**src/rtl/mmio_controller.sv**
```systemverilog
// -----------------------------------------------------------------------------
// mmio_controller
//
// Memory-mapped I/O window sitting between a core and its data memory.
// Accesses inside the window are served by local registers; accesses outside
// pass straight through to data memory.
//
// Window layout (word offsets from BASE_ADDR):
//   0 .. N_IN-1        debounced input channel i           (read only)
//   N_IN               STATUS, one bit per input channel   (write 1 to clear)
//   N_IN+1             ENABLE, one bit per input channel   (read/write)
//   N_IN+2 .. +N_OUT-1 output register j                   (read/write)
//
// Ports:
//   CLK       clock, all state updates on the rising edge
//   RST       synchronous active-high reset
//   A         word address from the core
//   RD        read data from data memory
//   WD        write data from the core
//   WE_IN     core write enable
//   SW_IN     raw asynchronous inputs, channel i = [i*IN_W +: IN_W]
//   WE_OUT    write enable forwarded to data memory (blocked inside window)
//   RD_OUT    read data to the core (mapped register inside window)
//   OUT_DATA  output registers, register j = [j*OUT_W +: OUT_W]
//   IRQ       registered OR of (STATUS & ENABLE)
// -----------------------------------------------------------------------------
module mmio_controller #(
    parameter logic [31:0] BASE_ADDR = 32'd81928,
    parameter int          N_IN      = 2,
    parameter int          IN_W      = 5,
    parameter int          N_OUT     = 2,
    parameter int          OUT_W     = 8,
    parameter int          DEBOUNCE  = 4
) (
    input  logic                     CLK,
    input  logic                     RST,
    input  logic [31:0]              A,
    input  logic [31:0]              RD,
    input  logic [31:0]              WD,
    input  logic                     WE_IN,
    input  logic [N_IN*IN_W-1:0]     SW_IN,
    output logic                     WE_OUT,
    output logic [31:0]              RD_OUT,
    output logic [N_OUT*OUT_W-1:0]   OUT_DATA,
    output logic                     IRQ
);

    localparam int          WIN   = N_IN + 2 + N_OUT;
    localparam int          CNT_W = $clog2(DEBOUNCE + 1);
    // The window bounds are held in 33 bits so a window ending at the top of
    // the address space does not wrap around to low addresses.
    localparam logic [32:0] LO    = {1'b0, BASE_ADDR};
    localparam logic [32:0] HI    = LO + 33'(WIN);

    logic [N_IN-1:0][IN_W-1:0]   sync1;
    logic [N_IN-1:0][IN_W-1:0]   sync2;
    logic [N_IN-1:0][IN_W-1:0]   deb;
    logic [N_IN-1:0][CNT_W-1:0]  cnt;
    logic [N_IN-1:0][CNT_W-1:0]  cnt_nxt;
    logic [N_IN-1:0]             done;
    logic [N_IN-1:0]             status;
    logic [N_IN-1:0]             enable;
    logic [N_OUT-1:0][OUT_W-1:0] out_reg;

    logic        in_window;
    logic [31:0] offset;
    logic        wr_status;
    logic        wr_enable;
    logic [N_OUT-1:0] wr_out;
    logic [31:0] mapped;

    // Only the low bits of WD feed registers; the rest is deliberately dropped.
    logic unused_wd;
    assign unused_wd = ^WD;

    assign in_window = ({1'b0, A} >= LO) && ({1'b0, A} < HI);
    assign offset    = A - BASE_ADDR;

    assign wr_status = WE_IN && in_window && (offset == 32'(N_IN));
    assign wr_enable = WE_IN && in_window && (offset == 32'(N_IN + 1));

    assign WE_OUT   = in_window ? 1'b0 : WE_IN;
    assign RD_OUT   = in_window ? mapped : RD;
    assign OUT_DATA = out_reg;

    // NOTE: every signal written in an always_comb gets a default first so no
    // path leaves it unassigned and no latch is inferred.
    always_comb begin
        wr_out = '0;
        for (int j = 0; j < N_OUT; j++) begin
            if (WE_IN && in_window && (offset == 32'(N_IN + 2 + j))) begin
                wr_out[j] = 1'b1;
            end
        end
    end

    // Debounce: count consecutive cycles the synchronized value disagrees with
    // the accepted value; any agreement restarts the count.
    always_comb begin
        done    = '0;
        cnt_nxt = '0;
        for (int i = 0; i < N_IN; i++) begin
            if (sync2[i] != deb[i]) begin
                if (cnt[i] == CNT_W'(DEBOUNCE - 1)) begin
                    done[i] = 1'b1;
                end else begin
                    cnt_nxt[i] = cnt[i] + 1'b1;
                end
            end
        end
    end

    always_comb begin
        mapped = '0;
        for (int i = 0; i < N_IN; i++) begin
            if (offset == 32'(i)) begin
                mapped = 32'(deb[i]);
            end
        end
        if (offset == 32'(N_IN)) begin
            mapped = 32'(status);
        end
        if (offset == 32'(N_IN + 1)) begin
            mapped = 32'(enable);
        end
        for (int j = 0; j < N_OUT; j++) begin
            if (offset == 32'(N_IN + 2 + j)) begin
                mapped = 32'(out_reg[j]);
            end
        end
    end

    // NOTE: sequential state uses non-blocking assignments so every register
    // samples values from before the edge, independent of statement order.
    // NOTE: the reset branch clears every register, including the debounce
    // counters and output registers, and takes priority over writes.
    always_ff @(posedge CLK) begin
        if (RST) begin
            sync1   <= '0;
            sync2   <= '0;
            deb     <= '0;
            cnt     <= '0;
            status  <= '0;
            enable  <= '0;
            out_reg <= '0;
            IRQ     <= 1'b0;
        end else begin
            sync1 <= SW_IN;
            sync2 <= sync1;
            cnt   <= cnt_nxt;
            for (int i = 0; i < N_IN; i++) begin
                if (done[i]) begin
                    deb[i] <= sync2[i];
                end
            end
            // A completion on the same edge as a clear keeps the bit set.
            status <= (status & ~(wr_status ? WD[N_IN-1:0] : '0)) | done;
            if (wr_enable) begin
                enable <= WD[N_IN-1:0];
            end
            for (int j = 0; j < N_OUT; j++) begin
                if (wr_out[j]) begin
                    out_reg[j] <= WD[OUT_W-1:0];
                end
            end
            IRQ <= |(status & enable);
        end
    end

endmodule

```
**config.mk**
```make
export PLATFORM = sky130hd
export DESIGN_NAME = mmio_controller
export DESIGN_NICKNAME = d
export VERILOG_FILES = /design/src/rtl/mmio_controller.sv
export SDC_FILE = /design/constraint.sdc
export NUM_CORES = 1
export LEC_CHECK = 0
export BUFFER_PORTS_ARGS = -buffer_cell sky130_fd_sc_hd__buf_2
export CAP_MARGIN = 30
export CORE_MARGIN = 5
export CORE_UTILIZATION = 49
export CTS_CLUSTER_DIAMETER = 100
export DETAILED_ROUTE_END_ITERATION = 8
export GPL_TIMING_DRIVEN = 0
export MAX_ROUTING_LAYER = met4
export PLACE_DENSITY = 0.93
export SYNTH_ARGS = -nofsm -noshare
export SYNTH_HDL_FRONTEND = slang
export SYNTH_SLANG_ARGS = --single-unit
export TNS_END_PERCENT = 50
```
**constraint.sdc**
```tcl
create_clock -name CLK -period 3.9 [get_ports CLK]
set_clock_uncertainty 0.2 [all_clocks]
set_input_delay 0.39 -clock CLK [delete_from_list [all_inputs] [get_ports CLK]]
set_output_delay 0.39 -clock CLK [all_outputs]
set_load 0.05 [all_outputs]
```
# --- Word-level counts from Yosys, hierarchy flattened ---
# Index checks and enable logic that the tools add are counted.
# Widths: inputs -> output; s select.
word_totals:
  register_bits: 57
  latch_bits: 0
  ramBits: 0
  mem_bits_ro: 0
  in_bits: 109
  output_inout_bits: 50
  word_cells: 58
  n_memories: 0
classes:
  n_addsub: 3
  multipliers: 0
  div: 0
  order_cmp: 2
  n_eq_ne: 9
  shifts: 0
  n_mux: 15
  bitwise: 6
  n_reduce_logical: 10
ops:
  columns: ["operator", "n"]
  rows:
  - ["$mux 32", 6]
  - ["$eq 32x2->1 const B", 2]
  - ["$eq 32x3->1 const B", 2]
  - ["$eq 32x1->1 const B", 1]
  - ["$ge 32x17->1 const B", 1]
  - ["$logic_not 32->1", 1]
  - ["$lt 32x17->1 const B", 1]
  - ["$sub 32x17->32 const B", 1]
  - ["$ne 5x5->1", 2]
  - ["$mux 1", 7]
  - ["$add 3x1->3 const B", 2]
  - ["$eq 3x2->1 const B", 2]
  - ["$logic_and 1x1->1", 6]
  - ["$reduce_or 3->1", 2]
  - ["$mux 5", 1]
  - ["$and 2x2->2", 2]
  - ["$mux 2", 1]
  - ["$not 1->1", 2]
  - ["$not 2->2", 1]
  - ["$or 2x2->2", 1]
  - ["$reduce_or 2->1", 1]

# --- Logic depth before layout (Yosys ltp) ---
depth:
  word_depth: 9
  depth_mapped: 9
  mapped_depth_nobuf: 8

# --- Worst setup path after synthesis ---
# Ideal clock, no wire load.
synth_timing:
  kind: "input -> output"
  startpoint: "input port A[3]"
  endpoint: "output port RD_OUT[5]"
  arrival_time_ns: 2.908
  required_time_ns: 3.310
  setup_slack_ns: 0.402
  path_stages: 7
  path_buffers: 0
  cell_sequence: "inv_1 > ha_1 > or4_1 > o22a_1 > or4_4 > or2_2 > o2bb2ai_1"
synth_between:
  elab_chain_cells: 7
  elab_cells_between_ends: 13
  classes_between: "1 x add/sub; 2 x order compare; 4 x eq/ne; 5 x mux; 1 x reduce/logical"
synth_rtl:
  columns: ["element", "line", "text"]
  rows:
  - ["start, declared", "37", "input logic [31:0] A,"]
  - ["$sub 32x17->32", "77", "assign offset = A - BASE_ADDR;"]
  - ["$eq 32x2->1", "120", "if (offset == 32'(N_IN)) begin"]
  - ["$mux 32", "120", null]
  - ["$mux 32", "123", "if (offset == 32'(N_IN + 1)) begin"]
  - ["$mux 32 (2 in series)", "127", "if (offset == 32'(N_IN + 2 + j)) begin"]
  - ["$mux 32 *", "83", "assign RD_OUT = in_window ? mapped : RD;"]
  - ["end, declared", "43", "output logic [31:0] RD_OUT,"]
# Every way passes the cells marked *; elsewhere a longest branch is shown, timed or not.

# --- Worst setup path after layout ---
layout_timing:
  startpoint: "input port A[7]"
  endpoint: "output port RD_OUT[3]"
layout_between:
  elab_chain_cells: 9
  elab_cells_between_ends: 17
  classes_between: "1 x add/sub; 2 x order compare; 5 x eq/ne; 7 x mux; 2 x reduce/logical"
layout_rtl:
  columns: ["element", "line", "text"]
  rows:
  - ["$sub 32x17->32", "77", null]
  - ["$logic_not 32->1", "116", "if (offset == 32'(i)) begin"]
  - ["$mux 5", "116", null]
  - ["$mux 32", "116", null]
  - ["$mux 32", "120", null]
  - ["$mux 32", "123", null]
  - ["$mux 32 (2 in series)", "127", null]
  - ["$mux 32 *", "83", null]
# Marked as above.

==> metrics.cfg <==
[place]
dpl.hpwl_um=6970
gp_routability_congestion=0.947
placed_instances=558
buffer_ports.inserted=131

[worst_setup_path]
worst_reg_to_reg_setup_slack_ps=2290
r2r_cells=5
worstSetupPathType=primary input to output port
worstReg2RegStart=cnt[0]
cp_cell_sequence=buf_2 > nor4_4 > nand3_1 > o311ai_2 > nand3_1 > clkbuf_1 > a211oi_2 > a22o_1 > buf_2
worst-endpoint-required_ps=3310
crit_path_start_kind=primary input
critPathMaxStageDelay_ps=470
worstPathArrival_ps=3060
worstSetupEndpointType=output port
crit_fanout=10
worst_path_max_delay_cell=nor4_4
worst_r2r_endpoint=deb[2]

[hold_path]
hp-start=SW_IN[4]
holdPathEnd=sync1[4]
min_delay_path_depth=2
hold_class=primary input to register

[clock_network]
cts_tree=built
clk_pin_slew_worst_paths_ps=50
clkLatencyLatePin_ps=330
cts.repair_timing.setup_buffer_count=0
cts_buffer_depth=2
h_tree_lvls=3
tritoncts.num_buffers=9
clock_sinks=57
root_buffer=clkbuf_8

[floorplan]
floorplan.rows=29
fp.coreArea_mm2=0.00628
die_h_um=89.8
io_pins=159
floorplan.initialDensity=0.497
floorplan.die_area_mm2=0.00806
die_w_um=89.8

[detailed_routing]
drt_pass1_iterations=5
route.detailed.drc=0
drt-vias-per-instance=5.70
initialDrtViolationCount=236
route.antenna.remaining_nets=0
average_detailed_routed_wire_length_per_instance_um=15.6
num_vias=3267
finalWirelength_um=8940

[layout]
n_antenna_cell=0
area.growth.synth_to_final_pct=30.8
layout_commonest_cell=buf_2
seqCellArea_mm2=0.00114
final.fill_count=536
final_layout_size_suffix_gt1_frac=0.327
final_instance_count_excl_fillers=573
layout.nets=607
most_frequent_cells_in_the_layout=134 x buf_2, 57 x dfxtp_1, 27 x nor2_1, 27 x and2_1
multi_input_comb_area_mm2=0.00187

[synthesis]
async_flop_share=0
synth_cells=350
synth_seq_cells=57
synth.area.top_cells=dfxtp_1 37%, mux2i_1 6.4%, and2_1 5.4%, nor2b_1 4.2%, mux4_2 3.6%
postSynthNetCount=465
yosysUniqueCellTypes=50
synth.top_cell.area_share=0.366
synth_sequential_area_ratio=0.366
synth_ff_type=dfxtp_1
synth_top_area_cell=dfxtp_1
count_of_flip_flops_with_a_built_in_enable_after_synthesis=0
syn-mean-instance-area_um2=8.91
synth-warning-count=0
mappedNetlistArea_mm2=0.00312

[pwr]
p_leak_nw=1.72
power_per_cell_area_mw_per_mm2=335
ir_drop_mv=0.258

[grt]
via_count_of_the_first_global_routing_pass=3270
pin_count_of_the_biggest_net_entering_global_routing=11
globalRouteOverflowTotal=0
number_of_antenna_violations_at_the_first_check_in_global_routing=0
grt_first_pass_wirelength_um=15000
track_usage=0.227

[sta]
finalHoldWorstSlack_ps=66.1
finalHoldViolations=0
max_slew.worst_pin.slew_ps=658
post_route_clock_period_utilization=0.935
setup-violations-final=0
timing.slew.headroom=0.556
setup_total_negative_slack_ps=0
maxClockFrequency_ghz=0.274
finalWorstPathRequiredPeriod_ps=3650
rsz0062_at_grt=false
final-max-slew-violation-count=0

[run_status]
outcome=complete, no violations

[job]
max_cap_viol_count=0

-- flip-flops by register name (all words and copies together) (netlist names) --
register,cells
sync2,10
status,2
deb,10
OUT_DATA,16
cnt,6
IRQ,1
enable,2
sync1,10
-- metal layers --
| layer | global-route usage | wire [um] | up-vias | share of wire |
|---|---|---|---|---|
| met5 | - | 0 | - | 0 |
| met4 | 0.111 | 277 | 0 | 0.031 |
| met3 | 0.0626 | 826 | 26 | 0.092 |
| met2 | 0.358 | 4290 | 178 | 0.48 |
| met1 | 0.266 | 3550 | 1512 | 0.40 |
| li1 | - | - | 1551 | - |
-- synth_stat cells (3+ instances only) --
master / number
o31ai_1: 12
nor3_1: 9
nand2b_1: 16
nor4_1: 8
and2_1: 27
clkbuf_1: 20
nor2b_1: 21
xnor2_1: 4
nor3b_1: 3
o21ai_0: 5
xor2_1: 6
or4_1: 3
nand2_1: 12
inv_1: 9
ha_1: 6
nand4_1: 13
a31oi_1: 3
nor2_1: 27
nand3_1: 3
buf_2: 3
and3_1: 4
mux2i_1: 20
or4_4: 3
o22ai_1: 4
o2bb2ai_1: 3
dfxtp_1: 57
a21oi_1: 14
a22o_1: 3
mux4_2: 5
-- repair_timing --
| action | 4_1_cts | 5_1_grt |
|---|---|---|
| gates resized for setup | 0 | 2 |
| endpoints found under the setup margin | 0 | 6 |
| hold buffers | 0 | 0 |
-- worst max-delay path: cells and delay by family --
| kind | cells | cell delay, ps |
|---|---|---|
| AO/OA/AOI/OAI | 3 | 1050 |
| buffers and inverters | 3 | 700 |
| AND/OR/NAND/NOR | 3 | 910 |
-- worst max-delay path by stage --
stage	startpoint	end	depth (start not counted)
after detailed placement	A[23]	RD_OUT[3]	9
final	A[7]	RD_OUT[3]	9
after global routing	A[21]	RD_OUT[3]	9
after CTS	A[23]	RD_OUT[3]	9
after global placement	A[7]	RD_OUT[3]	9
after floorplan	A[3]	RD_OUT[5]	7
-- final cells by class --
cell class | count | share of cell area
inverter | 9 | 0.00828
buffer | 23 | 0.0221
clock inverter | 3 | 0.00981
sequential | 57 | 0.280
tap | 77 | 0.0236
timing repair buffer | 131 | 0.161
multi-input combinational | 261 | 0.458
clock buffer | 12 | 0.0380
-- stage by stage --
stage	worst slack, ps	cell area, um2	power (mW)	utilization
after floorplan	402	3120	0.754	-
after global placement	310	3870	0.833	0.617
after detailed placement	235	3870	0.839	0.617
after CTS	228	4070	1.38	0.648
after global routing	71.5	4080	1.42	0.650
final	253	4080	1.37	0.650
-- power breakdown --
group          switching (mW)  internal, mW
logic                   0.146        0.0814
registers             0.00591         0.596
clock network           0.215         0.324
-- kinds of logic after synthesis --
kind of cell,synth area share
simple gates,0.313
compound gates,0.129
flops,0.366
buf+inv,0.0397
mux,0.100
xor+xnor,0.0281
fa+ha+maj,0.0241
No activity file was read; power rests on OpenSTA's default activity.
